File: src/rtl/stream_buffer_writer_pkg.sv
// -----------------------------------------------------------------------------
// stream_buf_pkg
// Shared widths, types and the modulo-add helper used by the stream buffer
// writer and its ring pointer sub-module.
//   ADDR_W / DATA_W : buffer address and data widths (8 bits each)
//   addr_t / data_t : address and data byte types
//   addr_ext_t      : address type with one carry bit, used for wrap maths
//   mod_add()       : (a + b) mod depth, valid for a < depth and b <= depth
// -----------------------------------------------------------------------------
package stream_buf_pkg;

   localparam int ADDR_W = 8;
   localparam int DATA_W = 8;

   typedef logic [ADDR_W-1:0] addr_t;
   typedef logic [DATA_W-1:0] data_t;
   typedef logic [ADDR_W:0]   addr_ext_t;

   // A single conditional subtract is enough because both operands are
   // bounded by depth, so the raw sum is always below 2*depth.
   function automatic addr_t mod_add(input addr_t a, input addr_t b, input addr_ext_t depth);
      addr_ext_t sum;
      sum = {1'b0, a} + {1'b0, b};
      if (sum >= depth) begin
         sum = sum - depth;
      end else begin
         sum = sum;
      end
      return sum[ADDR_W-1:0];
   endfunction

endpackage

File: src/rtl/stream_buffer_writer_if.sv
// -----------------------------------------------------------------------------
// stream_buffer_writer_if
// Bundles the upstream sample handshake, the buffer write port, the window
// read addresses and the consumer/status signals of stream_buffer_writer.
//   slave  modport : used by the writer block
//   master modport : used by whatever drives samples and consumes windows
// Parameter N must match the N of the attached stream_buffer_writer.
// Optional macro STREAM_WRITER_FLUSH_EN adds the synchronous flush input.
// -----------------------------------------------------------------------------
interface stream_buffer_writer_if #(
   parameter int N = 8
) ();
   import stream_buf_pkg::*;

   logic  s_valid;
   data_t s_data;
   logic  s_ready;
   logic  wr_en;
   addr_t wr_addr;
   data_t wr_data;
   addr_t rd_addr [0:N-1];
   logic  win_valid;
   logic  win_advance;
   addr_t occupancy;
   logic  adv_err;
`ifdef STREAM_WRITER_FLUSH_EN
   logic  flush;

   modport slave (
      input  s_valid, s_data, win_advance, flush,
      output s_ready, wr_en, wr_addr, wr_data, rd_addr, win_valid, occupancy, adv_err
   );

   modport master (
      output s_valid, s_data, win_advance, flush,
      input  s_ready, wr_en, wr_addr, wr_data, rd_addr, win_valid, occupancy, adv_err
   );
`else
   modport slave (
      input  s_valid, s_data, win_advance,
      output s_ready, wr_en, wr_addr, wr_data, rd_addr, win_valid, occupancy, adv_err
   );

   modport master (
      output s_valid, s_data, win_advance,
      input  s_ready, wr_en, wr_addr, wr_data, rd_addr, win_valid, occupancy, adv_err
   );
`endif

endinterface

File: src/rtl/stream_buffer_writer_ring_ptr.sv
// -----------------------------------------------------------------------------
// ring_ptr
// Pointer register into a ring of DEPTH entries; on adv it moves forward by
// INC entries, wrapping modulo DEPTH. clr returns it to entry 0 on the next
// edge and takes priority over adv.
//   clk  : clock, rising edge
//   rst  : asynchronous active-low reset (pointer -> 0)
//   clr  : synchronous clear
//   adv  : advance by INC
//   ptr  : current pointer value (registered)
// -----------------------------------------------------------------------------
module ring_ptr
   import stream_buf_pkg::*;
#(
   parameter int DEPTH = 24,
   parameter int INC   = 1
) (
   input  logic  clk,
   input  logic  rst,
   input  logic  clr,
   input  logic  adv,
   output addr_t ptr
);

   localparam addr_ext_t DEPTH_X = addr_ext_t'(DEPTH);
   localparam addr_t     INC_A   = addr_t'(INC);

   addr_t ptr_q;
   addr_t ptr_d;

   // Next pointer: clear, modulo advance, or hold.
   always_comb begin
      ptr_d = ptr_q;
      if (clr) begin
         ptr_d = 8'h00;
      end else if (adv) begin
         ptr_d = mod_add(ptr_q, INC_A, DEPTH_X);
      end else begin
         ptr_d = ptr_q;
      end
   end

   // Pointer register.
   always_ff @(posedge clk or negedge rst) begin
      if (!rst) begin
         ptr_q <= 8'h00;
      end else begin
         ptr_q <= ptr_d;
      end
   end

   assign ptr = ptr_q;

endmodule

File: src/rtl/stream_buffer_writer.sv
// -----------------------------------------------------------------------------
// stream_buffer_writer
// Writes an upstream byte stream into an external ring buffer of Buffer_size
// bytes and exposes a sliding window of N read addresses over the oldest
// unconsumed samples. Each window advance frees STRIDE entries.
//   clk  : clock, rising edge
//   rst  : asynchronous active-low reset
//   bus  : stream_buffer_writer_if.slave
//          s_valid/s_data/s_ready       upstream handshake
//          wr_en/wr_addr/wr_data        buffer write port (same-edge commit)
//          rd_addr[0:N-1]               window read addresses
//          win_valid/win_advance        window handshake with the consumer
//          occupancy                    resident unconsumed sample count
//          adv_err                      sticky "advance without window" flag
// Optional macro STREAM_WRITER_FLUSH_EN adds bus.flush, a synchronous clear of
// both pointers and the count that blocks same-cycle accepts and advances.
// -----------------------------------------------------------------------------
module stream_buffer_writer
   import stream_buf_pkg::*;
#(
   parameter int Buffer_size = 24,
   parameter int N           = 8,
   parameter int STRIDE      = 1
) (
   input  logic                   clk,
   input  logic                   rst,
   stream_buffer_writer_if.slave  bus
);

   localparam addr_ext_t DEPTH_X  = addr_ext_t'(Buffer_size);
   localparam addr_ext_t N_X      = addr_ext_t'(N);
   localparam addr_t     STRIDE_A = addr_t'(STRIDE);

   addr_t count_q;
   addr_t count_d;
   logic  adv_err_q;
   logic  adv_err_d;

   addr_t wr_ptr_s;
   addr_t rd_ptr_s;
   logic  flush_s;
   logic  s_ready_s;
   logic  accept_s;
   logic  win_valid_s;
   logic  advance_s;
   logic  illegal_s;

`ifdef STREAM_WRITER_FLUSH_EN
   assign flush_s = bus.flush;
`else
   assign flush_s = 1'b0;
`endif

   // Readiness and window validity come only from the registered count, so
   // an advance in the same cycle cannot open room for a write when full.
   assign s_ready_s   = ({1'b0, count_q} < DEPTH_X) & ~flush_s;
   assign win_valid_s = ({1'b0, count_q} >= N_X);

   // rst gating keeps wr_en low while reset is held even though s_ready is 1.
   assign accept_s    = bus.s_valid & s_ready_s & rst;
   assign advance_s   = bus.win_advance & win_valid_s & ~flush_s;
   assign illegal_s   = bus.win_advance & ~win_valid_s & ~flush_s;

   // Next count and sticky error flag.
   always_comb begin
      count_d   = count_q;
      adv_err_d = adv_err_q | illegal_s;
      if (flush_s) begin
         count_d = 8'h00;
      end else begin
         // advance_s implies count >= N >= STRIDE, so this cannot underflow.
         count_d = count_q + (accept_s ? 8'h01 : 8'h00) - (advance_s ? STRIDE_A : 8'h00);
      end
   end

   // Count and error registers.
   always_ff @(posedge clk or negedge rst) begin
      if (!rst) begin
         count_q   <= 8'h00;
         adv_err_q <= 1'b0;
      end else begin
         count_q   <= count_d;
         adv_err_q <= adv_err_d;
      end
   end

   ring_ptr #(
      .DEPTH (Buffer_size),
      .INC   (1)
   ) u_wr_ptr (
      .clk   (clk),
      .rst   (rst),
      .clr   (flush_s),
      .adv   (accept_s),
      .ptr   (wr_ptr_s)
   );

   ring_ptr #(
      .DEPTH (Buffer_size),
      .INC   (STRIDE)
   ) u_rd_ptr (
      .clk   (clk),
      .rst   (rst),
      .clr   (flush_s),
      .adv   (advance_s),
      .ptr   (rd_ptr_s)
   );

   for (genvar g = 0; g < N; g++) begin : g_rd_addr
      assign bus.rd_addr[g] = mod_add(rd_ptr_s, addr_t'(g), DEPTH_X);
   end

   assign bus.s_ready   = s_ready_s;
   assign bus.wr_en     = accept_s;
   assign bus.wr_addr   = wr_ptr_s;
   assign bus.wr_data   = bus.s_data;
   assign bus.win_valid = win_valid_s;
   assign bus.occupancy = count_q;
   assign bus.adv_err   = adv_err_q;

endmodule

File: src/flat_wrapper.sv
// flat-port wrapper written by rule: the top's interface ports become plain ports
module stream_buffer_writer_flat import stream_buf_pkg::*;
#(
   parameter int Buffer_size = 24,
   parameter int N           = 8,
   parameter int STRIDE      = 1
)
  (clk, rst, bus_s_valid, bus_s_data, bus_win_advance, bus_s_ready, bus_wr_en, bus_wr_addr, bus_wr_data, bus_rd_addr, bus_win_valid, bus_occupancy, bus_adv_err);
  stream_buffer_writer_if #(.N(N)) bus_i ();
  input  logic clk;
  input  logic rst;
  input wire logic [$bits(bus_i.s_valid)-1:0] bus_s_valid;
  input wire logic [$bits(bus_i.s_data)-1:0] bus_s_data;
  input wire logic [$bits(bus_i.win_advance)-1:0] bus_win_advance;
  output wire logic [$bits(bus_i.s_ready)-1:0] bus_s_ready;
  output wire logic [$bits(bus_i.wr_en)-1:0] bus_wr_en;
  output wire logic [$bits(bus_i.wr_addr)-1:0] bus_wr_addr;
  output wire logic [$bits(bus_i.wr_data)-1:0] bus_wr_data;
  output wire logic [$bits(bus_i.rd_addr)-1:0] bus_rd_addr;
  output wire logic [$bits(bus_i.win_valid)-1:0] bus_win_valid;
  output wire logic [$bits(bus_i.occupancy)-1:0] bus_occupancy;
  output wire logic [$bits(bus_i.adv_err)-1:0] bus_adv_err;
  assign bus_i.s_valid = bus_s_valid;
  assign bus_i.s_data = bus_s_data;
  assign bus_i.win_advance = bus_win_advance;
  assign bus_s_ready = bus_i.s_ready;
  assign bus_wr_en = bus_i.wr_en;
  assign bus_wr_addr = bus_i.wr_addr;
  assign bus_wr_data = bus_i.wr_data;
  assign bus_rd_addr = {>>{bus_i.rd_addr}};
  assign bus_win_valid = bus_i.win_valid;
  assign bus_occupancy = bus_i.occupancy;
  assign bus_adv_err = bus_i.adv_err;
  stream_buffer_writer #(.Buffer_size(Buffer_size), .N(N), .STRIDE(STRIDE)) u_core (.clk(clk), .rst(rst), .bus(bus_i));
endmodule
File: config.mk
export PLATFORM = sky130hd
export DESIGN_NAME = stream_buffer_writer_flat
export DESIGN_NICKNAME = d
export VERILOG_FILES = /design/src/rtl/stream_buffer_writer_pkg.sv /design/src/rtl/stream_buffer_writer_if.sv /design/src/rtl/stream_buffer_writer_ring_ptr.sv /design/src/rtl/stream_buffer_writer.sv /design/src/flat_wrapper.sv
export SDC_FILE = /design/constraint.sdc
export NUM_CORES = 1
export LEC_CHECK = 0
export CORE_MARGIN = 8
export CORE_UTILIZATION = 39
export CTS_BUF_LIST = sky130_fd_sc_hd__clkbuf_4 sky130_fd_sc_hd__clkbuf_8
export CTS_CLUSTER_SIZE = 8
export DETAILED_ROUTE_END_ITERATION = 7
export GPL_TIMING_DRIVEN = 1
export PLACE_DENSITY = 0.77
export REMOVE_ABC_BUFFERS = 1
export SYNTH_ARGS = -nofsm -noshare
export SYNTH_HDL_FRONTEND = slang
export SYNTH_SLANG_ARGS = --single-unit
File: constraint.sdc
create_clock -name clk -period 8.14 [get_ports clk]
set_clock_uncertainty 0.15 [all_clocks]
set_input_delay 1.628 -clock clk [delete_from_list [all_inputs] [get_ports clk]]
set_output_delay 1.628 -clock clk [all_outputs]
set_load 0.01 [all_outputs]
==> impl_metrics.json <==
{
  "m1WireLength_um": 4030,
  "holdPathEnd": "u_core.bus.adv_err",
  "cts_num_sinks": 25,
  "setup_viol": 0,
  "antenna_left": 0,
  "worstReg2RegStart": "u_core.u_rd_ptr.ptr[3]",
  "critical_path_arrival_ns": 4.03,
  "dr.pass1.iters": 4,
  "hold_viol": 0,
  "synth_top_area_share_pct": 17.7,
  "hpwlAfterDp_um": 7310,
  "clk_latency_ns": 0.26,
  "worst_pin_slew_ns": 0.911,
  "root_buffer": "clkbuf_8",
  "cap_violations": 0,
  "final_core_util_pct": 49.6,
  "synth-edff-count": 0,
  "post_cts_buffers": 0,
  "gp_congestion": 0.878,
  "drcViolationCount": 0,
  "die_x_um": 111,
  "hold_path_startpoint": "u_core.bus.adv_err",
  "start_kind": "register",
  "area_delta_synth_final_pct": 22.6,
  "syn_inst": 425,
  "period_share_pct": 71.4,
  "slew_violations": 0,
  "viasPerCell": 5.33,
  "synth_top_area_cell": "dfrtp_1",
  "grt_max_degree": 27,
  "hold_path_depth": 1,
  "core_sq_um": 8760,
  "fmax_mhz": 172,
  "r2r_cells": 8,
  "vias": 3116,
  "top_layer": "met4",
  "yosys_most_used_dff": "dfrtp_1",
  "r2r-end": "u_core.u_rd_ptr.ptr[4]",
  "worstPathRequired_ns": 6.36,
  "clockBufferDepth": 2,
  "synthAdderAreaFrac_pct": 12.9,
  "seq_area_sq_um": 626,
  "grt_first_pass_wirelength_um": 15300,
  "maxSlewHeadroom_pct": 39.3,
  "worstSetupPathType": "register to primary output",
  "met2_length_um": 4410,
  "yosys_warnings": 0,
  "wl_um": 9090,
  "synth.area.mux_share_pct": 6.50,
  "period_minus_slack_ns": 5.81,
  "antenna_found_initial": 0,
  "ctsResizeCount": 0,
  "die-area_sq_um": 12400,
  "multi_input_area_sq_um": 2570,
  "ios": 104,
  "postCtsHoldBufs": 0,
  "cp_max_fo": 16,
  "wl_per_cell_um": 15.5,
  "critPathCaptureType": "primary output",
  "insertedDiodeCount": 0,
  "rrSetupSlack_ns": 4.47,
  "async_reset_ff_share_pct": 100,
  "synth_area_sq_um": 3540,
  "grt_use_total_pct": 14.1,
  "synth_common_cells": "44 x xnor2_1, 39 x nand2_1, 35 x ha_1",
  "cts_made_buffers": 3,
  "num_rows": 34,
  "wl_met3_um": 574,
  "hold_class": "register to register",
  "yosysMostFrequentCell": "xnor2_1",
  "clkTransAtPathRegs_ns": 0.09,
  "synth_compound_area_share_pct": 14.2,
  "synth_xor_area_share_pct": 15.3,
  "ys_seq_area_share_pct": 17.7,
  "htreeDepth": 1,
  "yosys_register_bits": 25,
  "nNetsFinal": 526,
  "io_buffers": 87,
  "grt_pass1_vias": 3138,
  "fin_tns_setup_ns": 0,
  "synth-simple-area-share_pct": 23.5,
  "gr-total-overflow": 0,
  "drtIter0Drc": 94,
  "synth_area_leaders": "dfrtp_1 18%, ha_1 12%, xnor2_1 11%",
  "syn_area_per_cell_sq_um": 8.34,
  "ys_types": 64,
  "fillCellCount": 848,
  "drive_above_1_share_pct": 8.81,
  "cts_tree": "yes",
  "die_h_um": 111,
  "run_status": "finished clean",
  "synth_top_family_by_area": "simple AND/OR/NAND/NOR gates",
  "initial_core_util_pct": 40.4,
  "holdWs_ns": 0.368,
  "rsz0062_at_grt": "false"
}
==> layout make-up <==
| cell class | count | area share [%] |
|---|---|---|
| multi-input cells | 336 | 59.1 |
| repair buffers | 88 | 20.2 |
| flip-flops and latches | 25 | 14.4 |
| well taps | 108 | 3.11 |
| inverters | 24 | 2.07 |
| clock buffers | 4 | 1.12 |
==> registers in the layout, indices dropped and copies added (netlist names) <==
register	flops
u_core.bus.occupancy	8
u_core.u_rd_ptr.ptr	8
u_core.u_wr_ptr.ptr	8
u_core.bus.adv_err	1
==> routing by layer <==
layer  vias to the layer above  GRT usage, %
met1                      1451          16.9
met5                         -             0
met3                         9          3.35
met2                       108          25.0
met4                         0          2.40
li1                       1548             -
==> through the flow <==
step / cell area (sq um) / setup slack [ns] / std cells
after global placement: 4300 / 2.76 / 581
after detailed placement: 4300 / 2.61 / 581
final: 4350 / 2.33 / 585
after CTS: 4350 / 2.30 / 585
after floorplan: 3280 / 2.97 / 385
after global routing: 4350 / 2.04 / 585
==> critical path: stages, from the launching register on <==
cell,delay (ns)
dfrtp_1,0.71
inv_1,0.27
ha_1,0.32
nor2b_1,0.20
nor2_1,0.09
xnor2_1,0.24
ha_1,0.30
or4_4,0.56
a41oi_4,0.24
mux2_1,0.34
clkdlybuf4s50_1,0.49
==> placed cells by master (no fill, tap or decap), drive strengths merged, types with 5 or more instances in the layout <==
master	n
o21ai	14
o21bai	5
dfrtp	25
mux2i	5
nor2	28
clkdlybuf4s50	87
ha	35
xnor2	44
nand2	39
a21o	5
mux2	16
or2	8
nand3	13
xor2	18
inv	23
nor3	7
nor2b	7
nor4	5
nand4	9
a21oi	21
==> worst max-delay path by stage <==
| stage | start | endpoint | slack (ns) |
|---|---|---|---|
| 2_1_floorplan | u_core.u_rd_ptr.ptr[0] | bus_rd_addr[4] | 2.97 |
| 3_3_place_gp | u_core.u_rd_ptr.ptr[0] | bus_rd_addr[4] | 2.76 |
| 3_5_place_dp | u_core.u_rd_ptr.ptr[0] | bus_rd_addr[4] | 2.61 |
| 4_1_cts | u_core.u_rd_ptr.ptr[0] | bus_rd_addr[4] | 2.30 |
| 5_1_grt | u_core.u_rd_ptr.ptr[0] | bus_rd_addr[4] | 2.04 |
| 6_report | u_core.u_rd_ptr.ptr[0] | bus_rd_addr[4] | 2.33 |
==> cell families after synthesis <==
family	after synthesis
AO/OA/AOI/OAI	69
multiplexers	21
buffers and inverters	64
XOR/XNOR	62
flip-flops	25
AND/OR/NAND/NOR	148
adder cells (fa/ha/maj)	36
Power is not shown: default switching activity piles up to over one toggle a cycle in this logic, so the estimate is an artifact.
